## src/rtl/mem_arbiter_pkg.sv

```systemverilog
// Shared types and constants for the byte-wide RAM port arbiter.
package mem_arb_pkg;

    typedef enum logic [1:0] {
        IDLE  = 2'd0,
        IF_RD = 2'd1,
        LS_RD = 2'd2,
        LS_WR = 2'd3
    } state_t;

    localparam logic [1:0] SZ_B = 2'b00;
    localparam logic [1:0] SZ_H = 2'b01;
    localparam logic [1:0] SZ_W = 2'b10;

    // Address presented to the RAM whenever no access is in flight.
    localparam int RAM_IDLE_ADDR = 0;

    // Number of bytes moved for a load/store size code (11 behaves as word).
    function automatic logic [2:0] size_to_len(input logic [1:0] size);
        case (size)
            SZ_B:    return 3'd1;
            SZ_H:    return 3'd2;
            default: return 3'd4;
        endcase
    endfunction

endpackage

```

## src/rtl/mem_arbiter_if.sv

```systemverilog
// Bundle of RAM port, instruction-fetch port and load/store port.
// Handshake: a requester raises req with stable operands and holds it until
// it sees the one-cycle done pulse; it drops req on the edge where done is
// seen. Read data is valid in the same cycle as done.
interface mem_arbiter_if #(
    parameter int ADDR_W = 32
);
    logic              rdy;
    logic              rollback;
    logic [7:0]        data_read_in;
    logic [ADDR_W-1:0] addr_to_ram;
    logic [7:0]        data_write_out;
    logic              ram_read_or_write;
    logic              if_req;
    logic [ADDR_W-1:0] if_addr;
    logic              if_done;
    logic [31:0]       if_data;
    logic              ls_req;
    logic              ls_wr;
    logic [1:0]        ls_size;
    logic [ADDR_W-1:0] ls_addr;
    logic [31:0]       ls_wdata;
    logic              ls_done;
    logic [31:0]       ls_rdata;

    modport master (
        input  rdy, rollback, data_read_in,
        input  if_req, if_addr, ls_req, ls_wr, ls_size, ls_addr, ls_wdata,
        output addr_to_ram, data_write_out, ram_read_or_write,
        output if_done, if_data, ls_done, ls_rdata
    );

    modport slave (
        output rdy, rollback, data_read_in,
        output if_req, if_addr, ls_req, ls_wr, ls_size, ls_addr, ls_wdata,
        input  addr_to_ram, data_write_out, ram_read_or_write,
        input  if_done, if_data, ls_done, ls_rdata
    );
endinterface

```

## src/rtl/mem_arbiter.sv

```systemverilog
// Shares the byte-wide RAM between instruction fetch and load/store,
// serialising each grant into byte accesses and assembling read words.
module mem_arbiter
    import mem_arb_pkg::*;
#(
    parameter int ADDR_W = 32
) (
    input  logic          clk,
    input  logic          rst,
    mem_arbiter_if.master bus,
    output state_t        debug_state
);
    localparam logic [ADDR_W-1:0] IDLE_ADDR = ADDR_W'(RAM_IDLE_ADDR);

    state_t            state, state_n;
    logic              rr_ls, rr_ls_n;      // 1: LS wins when both request
    logic [2:0]        cnt, cnt_n;          // addresses issued so far
    logic [2:0]        rcnt, rcnt_n;        // read bytes captured so far
    logic [2:0]        len, len_n;          // byte count of current access
    logic              primed, primed_n;    // read data valid this cycle
    logic [31:0]       wbuf, wbuf_n;
    logic [31:0]       rbuf, rbuf_n;
    logic [31:0]       asm_word;
    logic [ADDR_W-1:0] addr, addr_n;
    logic [7:0]        dout, dout_n;
    logic              rw, rw_n;
    logic              if_done, if_done_n;
    logic              ls_done, ls_done_n;
    logic [31:0]       if_data, if_data_n;
    logic [31:0]       ls_rdata, ls_rdata_n;
    logic              can_grant, grant_if, grant_ls, last_byte;

    // A done pulse still sits on the bus while the requester drops req, so
    // no grant is made in that cycle.
    assign can_grant = (state == IDLE) && !bus.rollback && !if_done && !ls_done;
    assign grant_ls  = can_grant && bus.ls_req && (!bus.if_req || rr_ls);
    assign grant_if  = can_grant && bus.if_req && !grant_ls;
    assign last_byte = primed && (rcnt == len - 3'd1);

    assign bus.addr_to_ram       = addr;
    assign bus.data_write_out    = dout;
    assign bus.ram_read_or_write = rw;
    assign bus.if_done           = if_done;
    assign bus.if_data           = if_data;
    assign bus.ls_done           = ls_done;
    assign bus.ls_rdata          = ls_rdata;
    assign debug_state           = state;

    // State register; rdy low freezes it.
    always_ff @(posedge clk or posedge rst) begin
        if (rst) begin
            state <= IDLE;
        end else if (rdy_ok()) begin
            state <= state_n;
        end
    end

    function automatic logic rdy_ok();
        return bus.rdy;
    endfunction

    // Next-state: grant in IDLE, leave reads on rollback or last byte,
    // leave writes after the last byte has been driven.
    always_comb begin
        state_n = state;
        case (state)
            IDLE: begin
                if (grant_ls)      state_n = bus.ls_wr ? LS_WR : LS_RD;
                else if (grant_if) state_n = IF_RD;
            end
            IF_RD, LS_RD: begin
                if (bus.rollback || last_byte) state_n = IDLE;
            end
            LS_WR: begin
                if (cnt == len) state_n = IDLE;
            end
            default: state_n = IDLE;
        endcase
    end

    // Merge the byte arriving this cycle into the partial read word.
    always_comb begin
        asm_word = rbuf;
        asm_word[{rcnt[1:0], 3'b000} +: 8] = bus.data_read_in;
    end

    // Output/datapath next values; every output is registered below.
    always_comb begin
        addr_n     = addr;
        dout_n     = dout;
        rw_n       = rw;
        if_done_n  = 1'b0;
        ls_done_n  = 1'b0;
        if_data_n  = if_data;
        ls_rdata_n = ls_rdata;
        cnt_n      = cnt;
        rcnt_n     = rcnt;
        len_n      = len;
        primed_n   = primed;
        wbuf_n     = wbuf;
        rbuf_n     = rbuf;
        rr_ls_n    = rr_ls;
        case (state)
            IDLE: begin
                addr_n = IDLE_ADDR;
                rw_n   = 1'b0;
                dout_n = 8'h00;
                if (grant_ls || grant_if) begin
                    cnt_n    = 3'd1;
                    rcnt_n   = 3'd0;
                    primed_n = 1'b0;
                    rbuf_n   = 32'h0;
                end
                if (grant_ls) begin
                    rr_ls_n = 1'b0;
                    len_n   = size_to_len(bus.ls_size);
                    addr_n  = bus.ls_addr;
                    if (bus.ls_wr) begin
                        wbuf_n = bus.ls_wdata;
                        dout_n = bus.ls_wdata[7:0];
                        rw_n   = 1'b1;
                    end
                end else if (grant_if) begin
                    rr_ls_n = 1'b1;
                    len_n   = 3'd4;
                    addr_n  = bus.if_addr;
                end
            end
            IF_RD, LS_RD: begin
                if (bus.rollback) begin
                    addr_n   = IDLE_ADDR;
                    rbuf_n   = 32'h0;
                    primed_n = 1'b0;
                end else begin
                    primed_n = 1'b1;
                    if (cnt < len) begin
                        addr_n = addr + ADDR_W'(1);
                        cnt_n  = cnt + 3'd1;
                    end else begin
                        addr_n = IDLE_ADDR;
                    end
                    if (primed) begin
                        rbuf_n = asm_word;
                        rcnt_n = rcnt + 3'd1;
                        if (last_byte) begin
                            if (state == IF_RD) begin
                                if_done_n = 1'b1;
                                if_data_n = asm_word;
                            end else begin
                                ls_done_n  = 1'b1;
                                ls_rdata_n = asm_word;
                            end
                        end
                    end
                end
            end
            LS_WR: begin
                if (cnt < len) begin
                    addr_n = addr + ADDR_W'(1);
                    dout_n = wbuf[{cnt[1:0], 3'b000} +: 8];
                    cnt_n  = cnt + 3'd1;
                end else begin
                    addr_n    = IDLE_ADDR;
                    dout_n    = 8'h00;
                    rw_n      = 1'b0;
                    ls_done_n = 1'b1;
                end
            end
            default: ;
        endcase
    end

    // Datapath and output registers; rdy low freezes them.
    always_ff @(posedge clk or posedge rst) begin
        if (rst) begin
            addr     <= IDLE_ADDR;
            dout     <= 8'h00;
            rw       <= 1'b0;
            if_done  <= 1'b0;
            ls_done  <= 1'b0;
            if_data  <= 32'h0;
            ls_rdata <= 32'h0;
            cnt      <= 3'd0;
            rcnt     <= 3'd0;
            len      <= 3'd0;
            primed   <= 1'b0;
            wbuf     <= 32'h0;
            rbuf     <= 32'h0;
            rr_ls    <= 1'b1;
        end else if (bus.rdy) begin
            addr     <= addr_n;
            dout     <= dout_n;
            rw       <= rw_n;
            if_done  <= if_done_n;
            ls_done  <= ls_done_n;
            if_data  <= if_data_n;
            ls_rdata <= ls_rdata_n;
            cnt      <= cnt_n;
            rcnt     <= rcnt_n;
            len      <= len_n;
            primed   <= primed_n;
            wbuf     <= wbuf_n;
            rbuf     <= rbuf_n;
            rr_ls    <= rr_ls_n;
        end
    end

endmodule

```

## src/flat_wrapper.sv

```systemverilog
// flat-port wrapper written by rule: the top's interface ports become plain ports
module mem_arbiter_flat import mem_arb_pkg::*;
#(
    parameter int ADDR_W = 32
)
  (clk, rst, debug_state, bus_rdy, bus_rollback, bus_data_read_in, bus_if_req, bus_if_addr, bus_ls_req, bus_ls_wr, bus_ls_size, bus_ls_addr, bus_ls_wdata, bus_addr_to_ram, bus_data_write_out, bus_ram_read_or_write, bus_if_done, bus_if_data, bus_ls_done, bus_ls_rdata);
  mem_arbiter_if #(.ADDR_W(ADDR_W)) bus_i ();
  input  logic clk;
  input  logic rst;
  output state_t debug_state;
  input wire logic [$bits(bus_i.rdy)-1:0] bus_rdy;
  input wire logic [$bits(bus_i.rollback)-1:0] bus_rollback;
  input wire logic [$bits(bus_i.data_read_in)-1:0] bus_data_read_in;
  input wire logic [$bits(bus_i.if_req)-1:0] bus_if_req;
  input wire logic [$bits(bus_i.if_addr)-1:0] bus_if_addr;
  input wire logic [$bits(bus_i.ls_req)-1:0] bus_ls_req;
  input wire logic [$bits(bus_i.ls_wr)-1:0] bus_ls_wr;
  input wire logic [$bits(bus_i.ls_size)-1:0] bus_ls_size;
  input wire logic [$bits(bus_i.ls_addr)-1:0] bus_ls_addr;
  input wire logic [$bits(bus_i.ls_wdata)-1:0] bus_ls_wdata;
  output wire logic [$bits(bus_i.addr_to_ram)-1:0] bus_addr_to_ram;
  output wire logic [$bits(bus_i.data_write_out)-1:0] bus_data_write_out;
  output wire logic [$bits(bus_i.ram_read_or_write)-1:0] bus_ram_read_or_write;
  output wire logic [$bits(bus_i.if_done)-1:0] bus_if_done;
  output wire logic [$bits(bus_i.if_data)-1:0] bus_if_data;
  output wire logic [$bits(bus_i.ls_done)-1:0] bus_ls_done;
  output wire logic [$bits(bus_i.ls_rdata)-1:0] bus_ls_rdata;
  assign bus_i.rdy = bus_rdy;
  assign bus_i.rollback = bus_rollback;
  assign bus_i.data_read_in = bus_data_read_in;
  assign bus_i.if_req = bus_if_req;
  assign bus_i.if_addr = bus_if_addr;
  assign bus_i.ls_req = bus_ls_req;
  assign bus_i.ls_wr = bus_ls_wr;
  assign bus_i.ls_size = bus_ls_size;
  assign bus_i.ls_addr = bus_ls_addr;
  assign bus_i.ls_wdata = bus_ls_wdata;
  assign bus_addr_to_ram = bus_i.addr_to_ram;
  assign bus_data_write_out = bus_i.data_write_out;
  assign bus_ram_read_or_write = bus_i.ram_read_or_write;
  assign bus_if_done = bus_i.if_done;
  assign bus_if_data = bus_i.if_data;
  assign bus_ls_done = bus_i.ls_done;
  assign bus_ls_rdata = bus_i.ls_rdata;
  mem_arbiter #(.ADDR_W(ADDR_W)) u_core (.clk(clk), .rst(rst), .bus(bus_i), .debug_state(debug_state));
endmodule
```

## config.mk

```make
export PLATFORM = sky130hd
export DESIGN_NAME = mem_arbiter_flat
export DESIGN_NICKNAME = d
export VERILOG_FILES = /design/src/rtl/mem_arbiter_pkg.sv /design/src/rtl/mem_arbiter_if.sv /design/src/rtl/mem_arbiter.sv /design/src/flat_wrapper.sv
export SDC_FILE = /design/constraint.sdc
export NUM_CORES = 1
export LEC_CHECK = 0
export BUFFER_PORTS_ARGS = -buffer_cell sky130_fd_sc_hd__buf_2
export CAP_MARGIN = 20
export CORE_MARGIN = 3
export CORE_UTILIZATION = 54
export DETAILED_ROUTE_END_ITERATION = 10
export HOLD_SLACK_MARGIN = 0.12
export PLACE_DENSITY = 0.79
export SLEW_MARGIN = 20
export SYNTH_ARGS = -nofsm -noshare
export SYNTH_HDL_FRONTEND = slang
export SYNTH_SLANG_ARGS = --single-unit
```

## constraint.sdc

```tcl
create_clock -name clk -period 6.4 [get_ports clk]
set_input_delay 0.32 -clock clk [delete_from_list [all_inputs] [get_ports clk]]
set_output_delay 0.32 -clock clk [all_outputs]
set_load 0.02 [all_outputs]
```

==> summary.md, run 1 <==
| Metric | Value |
|---|---|
| Outcome | finished clean |
| Clk pwr share | roughly 27% |
| WP data arrival | 3160 ps |
| Post-synthesis sequential area ratio | 50.95% |
| WL per Instance | ~18 um |
| Yosys top cell by area | dfrtp_1 |
| CP endpoint kind | flip-flop |
| Adder-cell area share of the yosys netlist | between 2 and 2.5% |
| Detailed Place HPWL | roughly 16000 um |
| Synthesized Nets | 994 |
| GRT overflow | 0 |
| Final Cell Area | 11090 um^2 |
| Slew HR | 31.82% |
| Ys flop type | dfrtp_1 |
| Worst-margin pin slew | slightly above 1000 ps |
| Worst r2r dst | u_core.bus.ls_rdata[12] |
| Top cell family by delay on the critical path | simple AND/OR/NAND/NOR gates |
| GP Congestion | 0.8476 |
| Vias in the first global route | 7399 |
| Worst r2r src | u_core.len[0] |
| Mapped cell area | 9040 um^2 |
| CP required | 6670 ps |
| Number of nets with antenna violations after routing | 0 |
| First-pass GRT wire length | ~38000 um |
| P_int | 2.572 mW |
| CTS buffer count | 17 |
| Clk root buf | clkbuf_16 |
| Critical Path, Cell by Cell | inv_1, ha_1, xnor3_1, nand4_1, or4_2, nand2_1, o21ai_0 |
| Post-synth EDFFs | 0 |
| Count leader, synth | dfrtp_1 |
| Bufs on Longest Clock Path | 2 |
| Reg2Reg Depth | 7 |
| Part of the power in registers | 40.0% |
| Switching power | 1.462 mW |
| Avg Inst Size Synth | approximately 10 um^2 |
| Mapped Cells | 864 |
| Antenna cells | 0 |
| Largest net degree at the start of global routing | ~110 |
| Via/cell ratio | 5.881 |
| Overall global routing resource usage | 25.45% |
| Clk sinks | ~180 |
| DIE AREA | around 18000 um^2 |
| Top cells by count, synth | 183 x dfrtp_1, 86 x a21oi_1, 86 x nand2_1 |
| Leakage | 5.233 nW |
| Flops & latches, synth | 184 |
| Area grow syn2layout | 22.67% |
| Initial antenna violation count | 0 |
| Starting Density | 56.09% |
| Fraction of layout cells with a size suffix above 1 | 29.85% |
| FFs w/ async S/R, synth | 100.0% |
| Worst skew pair latency | roughly 430 ps |
| Yosys warning count | 0 |
| Setup violators final | 0 |
| Worst Setup Start Kind | flip-flop |
| Final Hold Fails | 0 |
| Main combinational cell family by area after synthesis | compound AO/OA/AOI/OAI gates |
| Die H | 135.4 um |
| Buffers on Ports | 221 |
| Clock transition at path regs | 70 ps |
| FF+latch area | 4606 um^2 |
| CTS tree | yes |
| Final Skew | 13.10 ps |
| Peak VDD IR | 0.0002700 V |
| I/O Pins | 222 |
| RSZ-0062 raised after global routing | false |
| Die X | 135.4 um |
| Synth top area share | 50.66% |
| Setup TNS | 0 ps |
| Pre-antenna DRT Iters | 7 |
| Pins Over Slew Limit | 0 |
| Ranking of synthesized cells by area | dfrtp_1 51%, a21oi_1 4.8%, mux2_2 4.4% |
| Placed cell area | 10300 um^2 |
| Tmin final | between 2000 and 3000 ps |
| Via count | 7734 |
| Levels on crit path | 7 |
| Flop2flop setup slack | between 3000 and 4000 ps |
| Area of the multi-input gates | 4153 um^2 |
| Worst Path Buf+Inv | 1 |
| Residual DRC count | 0 |
| Post-synthesis compound-gate area fraction | 21.55% |
| Critical path startpoint | u_core.len[0] |
| Worst-path fanout max | 64 |
| Net count, final | 1217 |
| Filler instances | 1263 |
| Detailed Route Iter0 Violations | 475 |
| Pwr/cell area | 363.8 nW/um^2 |
| Crit-path max cell delay | 1170 ps |
| Post-Synth XOR/XNOR Area | 0.4429% |
| Post-synthesis mux area share | 6.588% |
| CP max stage cell | or4_2 |
| Comb pwr share | 32.6% |
| Final period util | 45.14% |
| Row count | 46 |
| Post-Synth Simple-Gate Area | 14.78% |
| Synth unique cells | 76 |
| Setup crit end | u_core.bus.ls_rdata[12] |
| Drt total wl | 23230 um |
| Core box area | around 16000 um^2 |
| Maxcap violations | 0 |
| H-tree levels | 4 |
| Worst min path class | input pin to async pin |
| Max Clk Rate | approximately 350 MHz |
| Switching part of the total power | 36.24% |
| Setup CP Type | flip-flop to flip-flop |
## worst min-delay path by stage
stage | startpoint | to | slack [ps] | depth (start not counted)
2_1_floorplan | bus_ls_size[0] | u_core.len[0] | 430 | 1
3_3_place_gp | u_core.bus.ls_rdata[13] | u_core.bus.ls_rdata[13] | 460 | 2
3_5_place_dp | u_core.rbuf[16] | u_core.rbuf[16] | 470 | 1
4_1_cts | bus_ls_wdata[14] | u_core.wbuf[14] | 120 | 2
5_1_grt | bus_ls_wdata[14] | u_core.wbuf[14] | 130 | 2
6_report | rst | u_core.bus.if_data[14] | 80 | 2
## stage by stage
step	power, mW	instances	utilization [%]	hold WS (ps)	setup WS (ps)
final	4.034	1315	68.81	83.12	3511
after global routing	4.260	1315	68.81	126.1	3282
after CTS	4.048	1314	68.73	121.1	3476
after detailed placement	2.933	1267	63.91	465.7	3486
after global placement	2.890	1267	63.91	457.5	3657
after floorplan	2.523	864	-	427.6	1081
## cells in the final DEF (no fill, tap or decap), types with 17 or more instances in the layout
cell type / count
buf_2: 221
dfrtp_1: 183
nand2_1: 86
a21oi_1: 86
nor2_1: 58
o21ai_0: 51
o2bb2ai_1: 39
nor2b_1: 35
mux2_2: 35
inv_1: 26
nand3_1: 17
ha_1: 17
clkbuf_16: 17
## metal layers
metal	wire length (um)	track usage, %	part of all wire [%]
met1	9995	34.62	43
met3	1465	5.238	6.3
met5	0	0	0
met2	11220	41.34	48
met4	541	8.175	2.3
## area by class of cell
cell class	count	share of cell area [%]
sequential	184	41.53
clock buffer	19	4.084
multi-input combinational	610	37.45
inverter	28	0.9929
tap	216	2.437
clock inverter	12	1.478
timing repair buffer	246	12.03
## timing repair
item | CTS | global route
hold buffers | 16 | 0
gates resized for setup | 0 | 0
hold endpoints to repair | 16 | 0
setup buffers | 0 | 0
## power groups by stage
stage | logic, mW | clock network, mW | registers (mW)
final | 1.32 | 1.10 | 1.61
after global routing | 1.44 | 1.17 | 1.65
after CTS | 1.32 | 1.12 | 1.61
after detailed placement | 1.30 | 0 | 1.63
after global placement | 1.27 | 0 | 1.62
after floorplan | 0.793 | 0 | 1.73
## state kept, by name, summed over array words and instances, names as in the netlist
register	cells
u_core.rcnt	3
u_core.bus.ram_read_or_write	1
u_core.bus.addr_to_ram	32
u_core.rbuf	32
u_core.cnt	3
u_core.bus.if_data	32
u_core.len	3
u_core.bus.ls_rdata	32
u_core.wbuf	32
u_core.bus.if_done	1
u_core.bus.ls_done	1
u_core.primed	1
u_core.bus.data_write_out	8
u_core.debug_state	2
u_core.rr_ls	1
## logic make-up (layout without fill, tap and decap cells)
| logic type | count (synthesis) | count (layout) |
|---|---|---|
| and+or+nand+nor | 259 | 259 |
| AOI/OAI and AO/OA | 286 | 286 |
| xor gates and xnor gates | 3 | 3 |
| muxes | 45 | 45 |
| DFF | 184 | 184 |
| buffers and inverters | 70 | 305 |
| adders and majority gates | 17 | 17 |
Note: power is estimated with default switching activity, not from simulation.
==> inputs of run 2 (changes only) <==
==> constraint.sdc (replaced) <==
create_clock -name clk -period 2.7 [get_ports clk]
set_input_delay 0.135 -clock clk [delete_from_list [all_inputs] [get_ports clk]]
set_output_delay 0.135 -clock clk [all_outputs]
set_load 0.02 [all_outputs]
==> run 2 against run 1 <==
Compared with the run above: register-to-register slack got worse by 3500 ps; cell area increased by 10%; clock-buffer cell count increased by 3; hold slack worse by 9.4 ps; flip-flop and latch count unchanged; power is 150% higher; global-route usage is 2.8 points higher; first-iteration DRC count grew 78%; non-clock buffer count up 108; setup slack got worse by 3500 ps; fmax up 9.1%; clock skew rose by 0.85 ps; critical path type unchanged; critical endpoint is now u_core.bus.addr_to_ram[14].
==> summary.md, run 2 (synthesis gave the netlist of run 1 again) <==
| Metric | Value |
|---|---|
| Slew HR | 52.51% (+21 points) |
| Crit-path max cell delay | 570 ps (-600 ps) |
| Tmin final | 2648 ps (-240.5 ps) |
| Via count | 8550 (+11%) |
| CTS buffer count | 17 (unchanged) |
| RSZ-0062 raised after global routing | true |
| First-pass GRT wire length | 41480 um (+10%) |
| CTS tree | yes |
| Worst-margin pin slew | 712.4 ps (-302.5 ps) |
| H-tree levels | 4 (unchanged) |
| Critical Path, Cell by Cell | inv_2, ha_2, or4b_4, nor3b_4, buf_6, buf_12, a22oi_1, dlygate4sd3_1, o21ai_0, a22o_1 |
| Die H | 135.4 um (unchanged) |
| Final Hold Fails | 0 (unchanged) |
| Hold EP | u_core.bus.addr_to_ram[20] |
| Total power | 9.938 mW (+150%) |
| Row count | 46 (unchanged) |
| Die X | 135.4 um (unchanged) |
| Bufs on Longest Clock Path | 2 (unchanged) |
| Setup violators final | 0 (unchanged) |
| Final Skew | 13.95 ps (+0.8478 ps) |
| Placed cell count | 1288 (+1.7%) |
| Leakage | 5.719 nW (+9.3%) |
| I/O Pins | 222 (unchanged) |
| Net count, final | 1325 (+8.9%) |
| GP Congestion | 0.8646 (+2.0%) |
| Pins Over Slew Limit | 0 (unchanged) |
| Worst min path class | input pin to flip-flop |
| Pwr/cell area | 814.7 nW/um^2 (+120%) |
| Hold Path Cell Cnt | 4 |
| Clk sinks | 184 (unchanged) |
| Reg2Reg Depth | 10 (+3) |
| P_int | 6.347 mW (+150%) |
| Overall global routing resource usage | 28.23% (+2.8 points) |
| Via/cell ratio | 6.000 (+2.0%) |
| Flop2flop setup slack | 50 ps (-3460 ps) |
| Clk pwr share | 26.1% (-1.3 points) |
| Peak VDD IR | 0.0005173 V (+92%) |
| Max Clk Rate | 377.6 MHz (+9.1%) |
| Setup TNS | 0 ps (unchanged) |
| Setup CP Type | flip-flop to flip-flop |
| CP endpoint kind | flip-flop |
| Outcome | finished clean |
| Hold wc startpoint | bus_ls_addr[20] |
| Clk root buf | clkbuf_16 |
| Vias in the first global route | 8296 (+12%) |
| Worst-path fanout max | 8 (-88%) |
| Most frequent cells in the layout | 221 x buf_2, 182 x dfrtp_1, 90 x dlygate4sd3_1, 86 x nand2_1, 86 x a21oi_1 |
| Detailed Place HPWL | 16280 um (+3.3%) |
| Residual DRC count | 0 (unchanged) |
| Core box area | 16120 um^2 (unchanged) |
| WP data arrival | 3020 ps (-140 ps) |
| Worst Setup Start Kind | flip-flop |
| Starting Density | 56.09% (unchanged) |
| Detailed Route Iter0 Violations | 844 (+78%) |
| DIE AREA | 18330 um^2 (unchanged) |
| Pre-antenna DRT Iters | 5 (-2) |
| CP max stage cell | dlygate4sd3_1 |
| Worst r2r dst | u_core.bus.addr_to_ram[14] |
| Worst skew pair latency | 430 ps (about the same) |
| CP required | 3070 ps (-3600 ps) |
| Comb pwr share | 35.7% (+3.1 points) |
| Initial antenna violation count | 0 (unchanged) |
| Part of the power in registers | 38.2% (-1.8 points) |
| Area grow syn2layout | 34.95% |
| Switching power | 3.591 mW (+150%) |
| Fraction of layout cells with a size suffix above 1 | 30.05% (+0.20 points) |
| Buffers on Ports | 221 (unchanged) |
| Clock transition at path regs | 70 ps (about the same) |
| Commonest non-fill, non-tap cell in the layout | buf_2 |
| WL per Instance | 18.91 um (+7.0%) |
| Largest net degree at the start of global routing | 85 (-21%) |
| Worst r2r src | u_core.debug_state[1] |
| Drt total wl | 26940 um (+16%) |
| Number of nets with antenna violations after routing | 0 (unchanged) |
| Util after Layout | 75.70% (+6.9 points) |
| Final period util | 98.08% (+53 points) |
| Switching part of the total power | 36.13% (-0.11 points) |
| Final non-filler cell total | 1425 (+8.4%) |
| GRT overflow | 0 (unchanged) |
| Maxcap violations | 0 (unchanged) |
## run 2: cell count changes in the layout (fill, tap and decap cells not counted), moves of 2 or more
| cell | change |
|---|---|
| buf_12 | +5 |
| buf_4 | +25 |
| clkbuf_1 | +3 |
| clkbuf_16 | +3 |
| clkinv_4 | -2 |
| clkinvlp_4 | +4 |
| dlygate4sd3_1 | +74 |
| inv_1 | -2 |
| inv_2 | +2 |
| inv_6 | -2 |
## run 2: area by class of cell
cell class / count / area (um^2)
fill: 1092 / 3916
antenna: 1 / 2.502
clock inverter: 10 / 143.9
sequential: 184 / 4607
inverter: 28 / 108.9
multi-input combinational: 610 / 4154
clock buffer: 22 / 464.2
timing repair buffer: 354 / 2449
tap: 216 / 270.3
## run 2: power by group through the flow
stage | Sequential (mW) | Clock, mW | Combinational [mW]
finish | 3.80 | 2.59 | 3.55
global route | 3.86 | 2.72 | 3.84
detailed placement | 3.82 | 0 | 3.24
CTS | 3.78 | 2.60 | 3.38
floorplan | 4.10 | 0 | 1.88
global placement | 3.79 | 0 | 3.18
## run 2: worst max path at each step
stage | depth (start not counted) | start | end | slack (ps)
floorplan | 1 | rst | u_core.bus.addr_to_ram[0] | 200
global placement | 8 | u_core.len[2] | u_core.bus.addr_to_ram[6] | 380
detailed placement | 8 | u_core.len[0] | u_core.bus.ls_rdata[8] | 250
CTS | 9 | u_core.debug_state[0] | u_core.bus.addr_to_ram[20] | 10
global route | 8 | u_core.len[2] | u_core.bus.addr_to_ram[11] | -6
finish | 10 | u_core.debug_state[1] | u_core.bus.addr_to_ram[14] | 50
## run 2: through the flow
stage | area (um^2) | hold WS [ps] | worst slack (ps)
floorplan | 9044 | 242.6 | 201.3
global placement | 10520 | 38.80 | 377.6
detailed placement | 10520 | 40.15 | 249.1
CTS | 12050 | 121.5 | 13.19
global route | 12200 | 122.5 | -5.612
finish | 12200 | 73.72 | 51.82
## run 2: worst max-delay path: cells and delay by family, from the launching register on
kind                     cells  cell delay, ps
AO/OA/AOI/OAI                3             330
adder cells (fa/ha/maj)      1             190
flip-flops                   1             410
buffers and inverters        4             950
AND/OR/NAND/NOR              2             720
## run 2: timing repair
action	4_1_cts	5_1_grt
setup endpoints to repair	0	15
gates resized for setup	0	7
hold buffers	92	0
endpoints found under the hold margin	262	0
buffers inserted	0	11
## run 2: per-layer routing
metal | global-route usage (%) | up-vias | share of wire [%]
li1 | - | 3872 | -
met1 | 35.58 | 4080 | 39
met2 | 47.12 | 488 | 49
met3 | 7.541 | 110 | 7.9
met4 | 10.25 | 0 | 3.6
met5 | 0 | - | 0
==> inputs of run 3 (changes only) <==
--- a/config.mk
+++ b/config.mk
@@ -8,10 +8,10 @@
 export BUFFER_PORTS_ARGS = -buffer_cell sky130_fd_sc_hd__buf_2
 export CAP_MARGIN = 20
 export CORE_MARGIN = 3
-export CORE_UTILIZATION = 54
+export CORE_UTILIZATION = 49
 export DETAILED_ROUTE_END_ITERATION = 10
 export HOLD_SLACK_MARGIN = 0.12
-export PLACE_DENSITY = 0.79
+export PLACE_DENSITY = 0.75
 export SLEW_MARGIN = 20
 export SYNTH_ARGS = -nofsm -noshare
 export SYNTH_HDL_FRONTEND = slang
==> constraint.sdc (replaced) <==
create_clock -name clk -period 2.3 [get_ports clk]
set_input_delay 0.115 -clock clk [delete_from_list [all_inputs] [get_ports clk]]
set_output_delay 0.115 -clock clk [all_outputs]
set_load 0.02 [all_outputs]
==> run 3 against run 2 <==
Compared with the run above: power rose by 17%; clock skew is 7.5 ps higher; fmax grew 20%; via count shrank 0.29%; core utilization fell by 6.8 points; global-route usage shrank 1.0 points; clock power is 10% higher; cell count up 2.4%; clock-buffer cell count shrank 1; combinational power increased by 21%; setup slack better by 42 ps; largest cell class unchanged; largest power group unchanged; highest routed layer unchanged.
==> summary.md, run 3 (synthesis gave the netlist of run 1 again) <==
| Metric | Value |
|---|---|
| Levels on crit path | 11 (+1) |
| Number of nets with antenna violations after routing | 0 (unchanged) |
| Via count | 8525 (-0.29%) |
| Bufs on Longest Clock Path | 2 (unchanged) |
| Worst min path class | input pin to flip-flop |
| Net count, final | 1346 (+1.6%) |
| Tmin final | 2207 ps (-441.6 ps) |
| Clk root buf | clkbuf_16 |
| Die X | 141.8 um (+4.8%) |
| I/O Pins | 222 (unchanged) |
| Fraction of layout cells with a size suffix above 1 | 30.68% (+0.63 points) |
| Flop2flop setup slack | 90 ps (+40 ps) |
| Worst skew pair latency | 440 ps (about the same) |
| First-pass GRT wire length | 43780 um (+5.5%) |
| Drt total wl | 27720 um (+2.9%) |
| Top cell family by delay on the critical path | compound AO/OA/AOI/OAI gates |
| Critical Path, Cell by Cell | inv_1, buf_4, ha_1, buf_4, nand2_1, nor3b_4, buf_4, clkbuf_16, a221oi_1, o31ai_1, o21a_1 |
| Largest net degree at the start of global routing | 65 (-24%) |
| Setup crit end | u_core.bus.addr_to_ram[15] |
| Leakage | 5.858 nW (+2.4%) |
| Overall global routing resource usage | 27.19% (-1.0 points) |
| Maxcap violations | 0 (unchanged) |
| Pwr/cell area | 932.6 nW/um^2 (+14%) |
| Outcome | finished clean |
| Die H | 141.8 um (+4.8%) |
| Row count | 49 (+6.5%) |
| CTS tree | yes |
| Setup violators final | 0 (unchanged) |
| CP most frequent cell | buf_4 |
| Slew HR | 63.34% (+11 points) |
| Worst-margin pin slew | 547.0 ps (-165.4 ps) |
| CP endpoint kind | flip-flop |
| Total power | 11.58 mW (+17%) |
| Buffers on Ports | 221 (unchanged) |
| Worst r2r dst | u_core.bus.addr_to_ram[15] |
| GRT overflow | 0 (unchanged) |
| WP data arrival | 2530 ps (-490 ps) |
| Final period util | 95.94% (-2.1 points) |
| Clock transition at path regs | 70 ps (about the same) |
| Detailed Route Iter0 Violations | 706 (-16%) |
| CP required | 2620 ps (-450 ps) |
| DIE AREA | 20110 um^2 (+9.7%) |
| Hold wc startpoint | bus_if_addr[9] |
| Core box area | 18020 um^2 (+12%) |
| Most frequent cells in the layout | 221 x buf_2, 182 x dfrtp_1, 97 x dlygate4sd3_1, 86 x nand2_1, 86 x a21oi_1 |
| Setup TNS | 0 ps (unchanged) |
| Reg2Reg Depth | 11 (+1) |
| Pre-antenna DRT Iters | 7 (+2) |
| Pins Over Slew Limit | 0 (unchanged) |
| WL per Instance | 19.00 um (+0.48%) |
| CP max stage cell | a221oi_1 |
| Worst Path Buf+Inv | 5 (+1) |
| Initial antenna violation count | 0 (unchanged) |
| Worst Setup Start Kind | flip-flop |
| Crit-path max cell delay | 430 ps (-140 ps) |
| Detailed Place HPWL | 17550 um (+7.8%) |
| RSZ-0062 raised after global routing | false |
| Max Clk Rate | 453.2 MHz (+20%) |
| CTS buffer count | 17 (unchanged) |
| Vias in the first global route | 8294 (-0.024%) |
| Residual DRC count | 0 (unchanged) |
| Critical path startpoint | u_core.debug_state[1] |
| Worst-path fanout max | 11 (+3) |
| Final Skew | 21.43 ps (+7.482 ps) |
| Setup CP Type | flip-flop to flip-flop |
| GP Congestion | 0.8916 (+3.1%) |
| Final Hold Fails | 0 (unchanged) |
| Area grow syn2layout | 37.40% |
| Commonest non-fill, non-tap cell in the layout | buf_2 |
| Starting Density | 50.15% (-5.9 points) |
| Peak VDD IR | 0.0005853 V (+13%) |
| Clk sinks | 184 (unchanged) |
| Worst r2r src | u_core.debug_state[1] |
| H-tree levels | 4 (unchanged) |
| Via/cell ratio | 5.843 (-2.6%) |
## run 3: cell types whose count changed in the layout (fill, tap and decap cells not counted), sizes merged
| cell | before | now |
|---|---|---|
| buf | 261 | 276 |
| bufinv | 3 | 0 |
| clkbuf | 25 | 23 |
| inv | 28 | 31 |
| clkinv | 3 | 6 |
| clkinvlp | 4 | 2 |
| dlygate4sd3 | 90 | 97 |
## run 3: layout make-up
type | count | area, um^2
diodes | 1 | 2.502
clock buffers | 21 | 460.4
clock inverters | 11 | 107.6
fillers | 1280 | 5604
inverters | 28 | 108.9
multi-input cells | 610 | 4170
flip-flops and latches | 184 | 4607
well taps | 229 | 286.5
repair buffers | 375 | 2678
## run 3: power breakdown
part | internal (mW) | switching [mW]
clock network | 1.48 | 1.37
registers | 3.91 | 0.519
logic | 1.84 | 2.46
total | 7.23 | 4.35
## run 3: metrics by stage
step / hold slack [ps] / cell area [um^2] / std cells / setup slack, ps / util (%)
6_report: 134.8 / 12420 / 1459 / 93.38 / 68.91
5_1_grt: 153.0 / 12420 / 1458 / 2.900 / 68.89
4_1_cts: 120.9 / 12320 / 1453 / 78.01 / 68.35
3_5_place_dp: 176.1 / 10780 / 1324 / 79.20 / 59.82
3_3_place_gp: 175.8 / 10780 / 1324 / 167.7 / 59.82
2_1_floorplan: 222.6 / 9046 / 864 / -178.7 / -
## run 3: tightest hold or removal path, delay by kind of cell
family                 cells  cell delay, ps
buffers and inverters      1              80
AO/OA/AOI/OAI              3             310
## run 3: layer usage
metal  part of all wire [%]  wire length [um]  GRT usage (%)  up-vias
li1                       -                 -              -     3927
met1                     41             11380          36.25     4109
met2                     48             13270          44.28      417
met3                    8.0              2226          5.763       72
met4                    3.0               837          9.646        0
met5                      0                 0              0        -
## run 3: timing repair
item / in CTS / in global routing
endpoints found under the setup margin: 0 / 44
hold buffers: 97 / 0
setup buffers: 0 / 3
gates resized for setup: 0 / 5
endpoints found under the hold margin: 165 / 0
## run 3: worst min-delay path by stage
| stage | end | slack (ps) | cells after the start |
|---|---|---|---|
| floorplan | u_core.len[0] | 220 | 1 |
| finish | u_core.bus.addr_to_ram[9] | 130 | 4 |
| detailed placement | u_core.bus.addr_to_ram[13] | 180 | 2 |
| global placement | u_core.bus.addr_to_ram[13] | 180 | 2 |
| CTS | u_core.rbuf[17] | 120 | 3 |
| global route | u_core.bus.ls_rdata[28] | 150 | 3 |
